**src/rtl/resize_pkg.sv**
```systemverilog
// Shared constants and encodings for the resize sequencer.
// Dimensions, mode encodings and FSM state encoding.
package resize_pkg;

  localparam int IMG_W_DEF    = 160;
  localparam int IMG_H_DEF    = 120;
  localparam int FB_W_DEF     = 320;
  localparam int FB_H_DEF     = 240;
  localparam int PIPE_LAT_DEF = 2;

  localparam int RADDR_W = 16;
  localparam int WADDR_W = 17;

  typedef enum logic [1:0] {
    MODE_COPY = 2'b00,
    MODE_NEAR = 2'b01,
    MODE_LERP = 2'b10,
    MODE_AVG  = 2'b11
  } mode_e;

  typedef enum logic [2:0] {
    S_IDLE,
    S_CLEAR,
    S_RUN,
    S_DRAIN,
    S_DONE
  } state_e;

  // Copy and zoom-out leave a border, so the frame buffer is cleared first.
  function automatic logic needs_clear(mode_e m);
    return (m == MODE_COPY) || (m == MODE_AVG);
  endfunction

endpackage

```
**src/rtl/resize_sequencer_coord_counter.sv**
```systemverilog
// Raster x/y counter with programmable last indices.
// Shared by the frame-buffer clear and the resize scan.
module coord_counter #(
  parameter int XW = 10,
  parameter int YW = 9
) (
  input  logic          clk,
  input  logic          reset,
  input  logic          clear,
  input  logic          step,
  input  logic [XW-1:0] x_last,
  input  logic [YW-1:0] y_last,
  output logic [XW-1:0] x,
  output logic [YW-1:0] y,
  output logic          last
);

  assign last = (x == x_last) && (y == y_last);

  // Step in raster order; clear wins over step.
  always_ff @(posedge clk or posedge reset) begin
    if (reset) begin
      x <= '0;
      y <= '0;
    end else if (clear) begin
      x <= '0;
      y <= '0;
    end else if (step) begin
      if (x == x_last) begin
        x <= '0;
        y <= (y == y_last) ? '0 : y + 1'b1;
      end else begin
        x <= x + 1'b1;
      end
    end
  end

endmodule

```
**src/rtl/resize_sequencer.sv**
```systemverilog
// Frame resize sequencer: clears the frame buffer, scans output
// coordinates, issues source reads and delayed frame-buffer writes.
module resize_sequencer
  import resize_pkg::*;
#(
  parameter int IMG_W    = IMG_W_DEF,
  parameter int IMG_H    = IMG_H_DEF,
  parameter int FB_W     = FB_W_DEF,
  parameter int FB_H     = FB_H_DEF,
  parameter int PIPE_LAT = PIPE_LAT_DEF
) (
  input  logic               clk,
  input  logic               reset,
  input  logic               start,
  input  logic [1:0]         mode,
  output logic [RADDR_W-1:0] base_read_addr,
  output logic               edge_x,
  output logic               edge_y,
  output logic               phase_x,
  output logic               phase_y,
  output logic               wren,
  output logic [WADDR_W-1:0] write_addr,
  output logic               fill_zero,
  output logic               busy,
  output logic               done
);

  localparam int XW = $clog2(FB_W) + 1;
  localparam int YW = $clog2(FB_H) + 1;
  localparam int DW = $clog2(PIPE_LAT + 1);

  localparam int unsigned CP_OX = (FB_W - IMG_W) / 2;
  localparam int unsigned CP_OY = (FB_H - IMG_H) / 2;
  localparam int unsigned AV_OX = (FB_W - IMG_W / 2) / 2;
  localparam int unsigned AV_OY = (FB_H - IMG_H / 2) / 2;
  localparam int unsigned SX_LAST = IMG_W - 1;
  localparam int unsigned SY_LAST = IMG_H - 1;

  state_e        state;
  mode_e         mode_q;
  logic [DW-1:0] drain_cnt;

  logic [XW-1:0] cnt_x;
  logic [YW-1:0] cnt_y;
  logic [XW-1:0] x_last;
  logic [YW-1:0] y_last;
  logic          cnt_last;
  logic          cnt_clear;
  logic          cnt_step;
  logic          run;

  int unsigned   ox, oy, sx, sy, dx, dy;
  logic          zoom;
  logic [WADDR_W-1:0] dst;
  logic [WADDR_W-1:0] clr_addr;

  logic [PIPE_LAT-1:0] pv;
  logic [WADDR_W-1:0]  pa [PIPE_LAT];

  assign run       = (state == S_RUN);
  assign cnt_clear = (state == S_IDLE) || ((state == S_CLEAR) && cnt_last);
  assign cnt_step  = (state == S_CLEAR) || run;

  // Scan limits: full frame buffer while clearing, output size while running.
  always_comb begin
    x_last = XW'(FB_W - 1);
    y_last = YW'(FB_H - 1);
    if (state != S_CLEAR) begin
      case (mode_q)
        MODE_COPY: begin
          x_last = XW'(IMG_W - 1);
          y_last = YW'(IMG_H - 1);
        end
        MODE_NEAR, MODE_LERP: begin
          x_last = XW'(2 * IMG_W - 1);
          y_last = YW'(2 * IMG_H - 1);
        end
        default: begin
          x_last = XW'(IMG_W / 2 - 1);
          y_last = YW'(IMG_H / 2 - 1);
        end
      endcase
    end
  end

  coord_counter #(
    .XW(XW),
    .YW(YW)
  ) u_cnt (
    .clk    (clk),
    .reset  (reset),
    .clear  (cnt_clear),
    .step   (cnt_step),
    .x_last (x_last),
    .y_last (y_last),
    .x      (cnt_x),
    .y      (cnt_y),
    .last   (cnt_last)
  );

  // Map output coordinate to source and destination coordinates.
  always_comb begin
    ox   = 32'(cnt_x);
    oy   = 32'(cnt_y);
    sx   = ox;
    sy   = oy;
    dx   = ox + CP_OX;
    dy   = oy + CP_OY;
    zoom = 1'b0;
    case (mode_q)
      MODE_NEAR, MODE_LERP: begin
        sx   = ox >> 1;
        sy   = oy >> 1;
        dx   = ox;
        dy   = oy;
        zoom = 1'b1;
      end
      MODE_AVG: begin
        sx = ox << 1;
        sy = oy << 1;
        dx = ox + AV_OX;
        dy = oy + AV_OY;
      end
      default: ;
    endcase
  end

  assign dst      = WADDR_W'(dy * FB_W + dx);
  assign clr_addr = WADDR_W'(oy * FB_W + ox);

  assign base_read_addr = run ? RADDR_W'(sy * IMG_W + sx) : '0;
  assign edge_x  = run && (sx == SX_LAST);
  assign edge_y  = run && (sy == SY_LAST);
  assign phase_x = run && zoom && cnt_x[0];
  assign phase_y = run && zoom && cnt_y[0];

  // Control FSM: accept start, clear, scan, drain the datapath, pulse done.
  always_ff @(posedge clk or posedge reset) begin
    if (reset) begin
      state     <= S_IDLE;
      mode_q    <= MODE_COPY;
      drain_cnt <= '0;
    end else begin
      unique case (state)
        S_IDLE: begin
          if (start) begin
            mode_q <= mode_e'(mode);
            state  <= needs_clear(mode_e'(mode)) ? S_CLEAR : S_RUN;
          end
        end
        S_CLEAR: begin
          if (cnt_last) state <= S_RUN;
        end
        S_RUN: begin
          if (cnt_last) begin
            state     <= S_DRAIN;
            drain_cnt <= '0;
          end
        end
        S_DRAIN: begin
          if (drain_cnt == DW'(PIPE_LAT - 1)) state <= S_DONE;
          else drain_cnt <= drain_cnt + 1'b1;
        end
        S_DONE: state <= S_IDLE;
        default: state <= S_IDLE;
      endcase
    end
  end

  // Delay write valid and destination to line up with datapath output.
  always_ff @(posedge clk or posedge reset) begin
    if (reset) begin
      pv <= '0;
      for (int i = 0; i < PIPE_LAT; i++) pa[i] <= '0;
    end else begin
      pv[0] <= run;
      pa[0] <= dst;
      for (int i = 1; i < PIPE_LAT; i++) begin
        pv[i] <= pv[i-1];
        pa[i] <= pa[i-1];
      end
    end
  end

  assign fill_zero  = (state == S_CLEAR);
  assign wren       = fill_zero || pv[PIPE_LAT-1];
  assign write_addr = fill_zero ? clr_addr :
                      (pv[PIPE_LAT-1] ? pa[PIPE_LAT-1] : '0);
  assign busy       = (state != S_IDLE);
  assign done       = (state == S_DONE);

endmodule

```
**config.mk**
```make
export PLATFORM = sky130hd
export DESIGN_NAME = resize_sequencer
export DESIGN_NICKNAME = d
export VERILOG_FILES = /design/src/rtl/resize_pkg.sv /design/src/rtl/resize_sequencer_coord_counter.sv /design/src/rtl/resize_sequencer.sv
export SDC_FILE = /design/constraint.sdc
export NUM_CORES = 1
export LEC_CHECK = 0
export CAP_MARGIN = 20
export CELL_PAD_IN_SITES_DETAIL_PLACEMENT = 0
export CELL_PAD_IN_SITES_GLOBAL_PLACEMENT = 2
export CORE_AREA = 2 2 132 134
export CTS_CLUSTER_SIZE = 40
export DETAILED_ROUTE_END_ITERATION = 8
export DIE_AREA = 0 0 134 136
export PLACE_DENSITY = 0.87
export SLEW_MARGIN = 20
export SYNTH_ARGS = -nofsm -noshare
export SYNTH_HDL_FRONTEND = slang
export SYNTH_SLANG_ARGS = --single-unit
```
**constraint.sdc**
```tcl
create_clock -name clk -period 6.6 [get_ports clk]
set_input_delay 1.32 -clock clk [delete_from_list [all_inputs] [get_ports clk]]
set_output_delay 1.32 -clock clk [all_outputs]
set_load 0.01 [all_outputs]
```
* Word level (Yosys, flattened, before mapping) *
Cells that the tools add are included.

storage, ports and cells
  flip-flop bits (word level) = 62
  bits of input ports = 5

operators by class
  equality and inequality tests = 19
  muxes and demuxes = 28
  $mul = 3
  reductions and logical operators = 23
  add/subtract/negate cells = 10

operators by type and width
  kind                     count
  $mux W9                  5
  $pmux W11 S2             2
  $mux W10                 4
  $pmux W10 S2             2
  $mux W17                 2
  $eq A32 B7 Y1 const B    1
  $eq A32 B8 Y1 const B    1
  $add A10 B7 Y11 const B  2
  $mul A10 B3 Y11 const B  2
  $pmux W9 S2              1
  $add A17 B10 Y17         1
  $add A17 B17 Y17         1
  $add A16 B16 Y16         1
  $mux W16                 1
  $pmux W8 S2              1
  $mux W3                  4
  $pmux W3 S4              1
  $mul A9 B3 Y11 const B   1
  $add A10 B1 Y10 const B  1
  $add A9 B6 Y10 const B   1
  $add A9 B7 Y10 const B   1
  $eq A10 B10 Y1           1
  $add A9 B1 Y9 const B    1
  $eq A9 B9 Y1             1
  22 further kinds         44

* Longest topological paths before layout *
  depth in word-level cells = 10
  gate-level depth with buffers = 20

* By module *
A second synthesis with hierarchy kept.

unflattened totals
  cell total of the unflattened synthesis = 732
  area, all modules = 6067.1 um2

modules (own cells, without submodules)
  module            area an instance (um2)  instances  cells an instance  seq. area each (um2)
  resize_sequencer  4775.8                  1          587                1076.0
  coord_counter     1291.2                  1          145                475.5

* Least setup slack after synthesis *
Ideal clock, no wire load.

  path kind = register to output
  from = reg mode_q[0]
  to = out base_read_addr[14]
  stages on the path, launching flop included = 18
  data arrival time = 3.974 ns
  path slack = 1.306 ns
  path through = dfrtp_1 -> ha_1 -> clkbuf_1 -> clkbuf_1 -> clkbuf_1 -> a221oi_1 -> a21oi_1 -> ha_1 -> ha_1 -> inv_1 -> fa_1 -> inv_1 -> ha_1 -> nor3_1 -> a2111oi_0 -> nand2_1 -> xor2_1 -> nor2_1

between the ends
  longest elaborated chain between the ends = 6

RTL lines
  what                                          RTL line                 RTL
  start, declared                               resize_sequencer.sv:40   mode_e mode_q;
  start signal, assigned                        resize_sequencer.sv:147  mode_q <= mode_e'(mode);
  $eq A2 B1 Y1 or $eq A2 B2 Y1 (tied branches)  resize_sequencer.sv:110  case (mode_q)
  $reduce_or A2 Y1                              resize_sequencer.sv:110
  $pmux W10 S2                                  resize_sequencer.sv:110
  $mul A10 B3 Y11                               resize_sequencer.sv:131  assign base_read_addr = run ? RADDR_W'(sy * IMG_W + sx) : '0;
  $add A16 B16 Y16 (*)                          resize_sequencer.sv:131
  $mux W16 (*)                                  resize_sequencer.sv:131
  end, declared                                 resize_sequencer.sv:16   output logic [RADDR_W-1:0] base_read_addr,

Mark *: on every way between the ends. The rest lies on a longest branch, timed or not.

* Worst setup path after layout *
Ends and elaborated chain as after synthesis.

==> Implementation_results.wiki <==
{| class="wikitable"
! Metric !! Value
|-
| Result of the run || completed
|-
| DRT iter0 DRCs || 274
|-
| Top routing layer in use || met4
|-
| Estimated wirelength of the detail-placed design || 11.9 mm
|-
| IO Count || 46
|-
| Ranking of synthesized cells by instance count || 73 x ha_1, 62 x dfrtp_1, 59 x nand2_1, 59 x nor2_1, 49 x a21oi_1
|-
| Capturing point of the worst reg2reg path || pa[33]
|-
| Total power density per cell area || 407 nW/µm²
|-
| # rows || 48
|-
| Total of endpoints with negative setup slack in the final report || 0
|-
| Share of the synthesized area in the top cell type || 26.0%
|-
| Xor/xnor share of the synthesized area || 7.83%
|-
| Synthesis warning total || 0
|-
| Critical path startpoint category || flop
|-
| Hold Crit Depth || 0
|-
| Top-count cell post-synth || ha_1
|-
| Metal1 wirelength || 7.45 mm
|-
| Synth cell types || 73
|-
| Clock tree from TritonCTS || done
|-
| Vertical die dimension || 136 µm
|-
| Initial core utilization || 35.3%
|-
| Worst reg2reg path depth || 15
|-
| Category of the critical setup timing path || flop to primary output
|-
| Per-cell routed wire length || 16.5 µm
|-
| Worst clock skew on the final layout || 0.00746 ns
|-
| Core region area || 16900 µm²
|-
| Timing-limited maximum frequency || 166 MHz
|-
| Netlist area before placement || 5960 µm²
|-
| Startpoint of the lowest-slack hold path || pa[28]
|-
| Post-route setup TNS || 0 ns
|-
| Yosys top cell by area || dfrtp_1
|-
| Final hold slack || 0.345 ns
|-
| Number of gates resized after CTS || 0
|-
| Utilization after layout || 40.9%
|-
| Class of the tightest hold or removal check || flop to flop
|-
| CP required || 5.28 ns
|-
| Clk sinks || 62
|-
| Pin count of the biggest net entering global routing || 63
|-
| Crit. End Element || primary output
|-
| Wire length of the first global-routing pass || 26.4 mm
|-
| Hold buffers post-CTS || 0
|-
| Start of the worst register-to-register path || mode_q[0]
|-
| Number of global-route vias before repair || 5241
|-
| Via count normalized by instance count || 5.49
|-
| GRT Total Usage || 18.1%
|-
| Post-layout min period || 6.03 ns
|-
| CTS H-tree lvls || 3
|-
| Portion of netlist area occupied by mux cells || 0.713%
|-
| Chip width || 134 µm
|-
| Vias || 5327
|-
| Hold EP || pa[11]
|-
| Fin nets || 824
|-
| Worst-case clock buffer depth || 2
|-
| Rel. slew slack || 37.6%
|-
| Clock Tree Root || clkbuf_16
|-
| Final hold viol count || 0
|-
| Cells taking the most area after synthesis || dfrtp_1 26%, ha_1 15%, xnor2_1 4.4%
|-
| Area growth from synthesis to layout || 15.7%
|-
| Synthesized netlist cell count || 721
|-
| Most instantiated flip-flop cell in the synthesis netlist || dfrtp_1
|-
| Fraction of layout cells with a size suffix above 1 || 5.23%
|-
| Setup repair after global routing missed its margin || no
|-
| Post-synthesis compound-gate area fraction || 23.1%
|-
| Worst voltage drop across the vdd grid || 0.212 mV
|-
| Syn nets || 805
|-
| ANT cells || 0
|-
| Antenna viol nets, final || 0
|-
| Max-slew violation count || 0
|-
| Setup slack of the most critical reg-to-reg path || 1.79 ns
|-
| Detailed-routing iteration count for the pre-antenna-repair pass || 5
|-
| Number of flip-flops and latches in the synthesized netlist || 62
|-
| Transition time at the pin with the least slew margin || 0.929 ns
|-
| WL met2 || 7.78 mm
|-
| Leakage Power || 3.05 nW
|-
| Grt ovf || 0
|-
| Synth Area in Simple Gates || 19.2%
|-
| Portion of the post-synthesis area used by sequential elements || 26.0%
|-
| Adder and majority cell fraction of the synthesized area || 17.3%
|-
| Buffers added on ports || 45
|-
| DRC Markers || 0
|-
| Initial antenna violation count || 0
|-
| Mapped Avg Cell Area || 8.27 µm²
|-
| Worst path arrival time || 4.71 ns
|-
| Insertion delay to the later sink of the worst-skew pair || 0.34 ns
|-
| Share of synthesized registers carrying an async set or reset || 100%
|-
| Met3 Wirelength || 535 µm
|-
| Combinational family with the most area after synthesis || compound AO/OA/AOI/OAI gates
|-
| Final Routed Wirelength || 16.0 mm
|-
| Clock transition time at the flip-flop clock pins of the worst setup and hold paths || 0.06 ns
|-
| Gpl congestion || 0.851
|-
| Share of the cycle needed by the critical path after routing || 91.4%
|-
| Count of maximum capacitance violations || 0
|-
| CTS buffer count || 9
|-
| Post-CTS repair timing setup buffer count || 0
|-
| Area of the die || 18200 µm²
|-
| Worst-path fanout max || 16
|-
| Number of flops mapped to enable cells by yosys || 0
|}
[logic make-up (layout without fill, tap and decap cells)]
kind of cell / Yosys count / after routing
buf+inv: 88 / 112
flops: 62 / 62
mux: 4 / 4
compound gates: 207 / 207
simple gates: 231 / 231
fa+ha+maj: 79 / 79
xor+xnor: 50 / 50
[flip-flops by register name, summed over array words and instances (netlist names)]
signal and count:
state 3, pv 2, u_cnt.y 9, pa 34, mode_q 2, drain_cnt 2, u_cnt.x 10
[final cells by class]
class / count / area [µm²]
clock buffer: 11 / 243
clock inverter: 5 / 82.6
fill: 1730 / 9980
inverter: 46 / 173
multi-input combinational: 571 / 4080
sequential: 62 / 1550
tap: 225 / 282
timing repair buffer: 50 / 488
[through the flow]
| step | total power [mW] | worst slack [ns] | instance area, µm² | instances |
|---|---|---|---|---|
| after floorplan | 1.77 | 1.31 | 5960 | 721 |
| after global placement | 2.23 | 0.762 | 6560 | 954 |
| after detailed placement | 2.28 | 0.623 | 6560 | 954 |
| after CTS | 2.82 | 0.216 | 6890 | 970 |
| after global routing | 3.06 | 0.187 | 6900 | 970 |
| final | 2.81 | 0.569 | 6900 | 970 |
[critical path: stages (launching register included)]
cell,delay (ns)
dfrtp_1,0.38
ha_1,0.56
a221oi_1,0.16
a21oi_1,0.36
ha_1,0.32
ha_1,0.24
inv_1,0.08
fa_1,0.41
inv_1,0.07
ha_1,0.20
nor3_1,0.08
a2111oi_1,0.58
nand2_1,0.13
xor2_1,0.17
nor2_1,0.09
clkdlybuf4s50_1,0.56
[power by group]
group          total, mW  switching, mW  internal (mW)
Combinational       1.68          0.976          0.701
Sequential         0.613          0.111          0.502
Clock              0.516          0.175          0.341
[layout by cell type (no fill, tap or decap), drive strengths merged, types with 9 or more instances in the layout]
master,count
nand3,33
clkdlybuf4s50,45
xnor2,30
nand2,59
a211oi,13
inv,46
dfrtp,62
a221oi,9
o21ai,58
nand2b,12
clkbuf,11
a22oi,10
nor3,16
a21o,13
xor2,18
ha,73
a21oi,51
nor2,60
[metal layers]
metal | GRT usage [%] | up-vias
li1 | - | 2626
met4 | 5.97 | 0
met1 | 23.8 | 2587
met5 | 0 | -
met2 | 30.5 | 92
met3 | 2.68 | 22
[worst max path at each step]
stage | start | endpoint | slack, ns
2_1_floorplan | mode_q[0] | base_read_addr[14] | 1.31
3_3_place_gp | mode_q[1] | base_read_addr[14] | 0.76
3_5_place_dp | mode_q[0] | base_read_addr[14] | 0.62
4_1_cts | mode_q[0] | base_read_addr[14] | 0.22
5_1_grt | mode_q[0] | base_read_addr[14] | 0.19
6_report | mode_q[0] | base_read_addr[14] | 0.57
(Power assumes the default switching activity.)
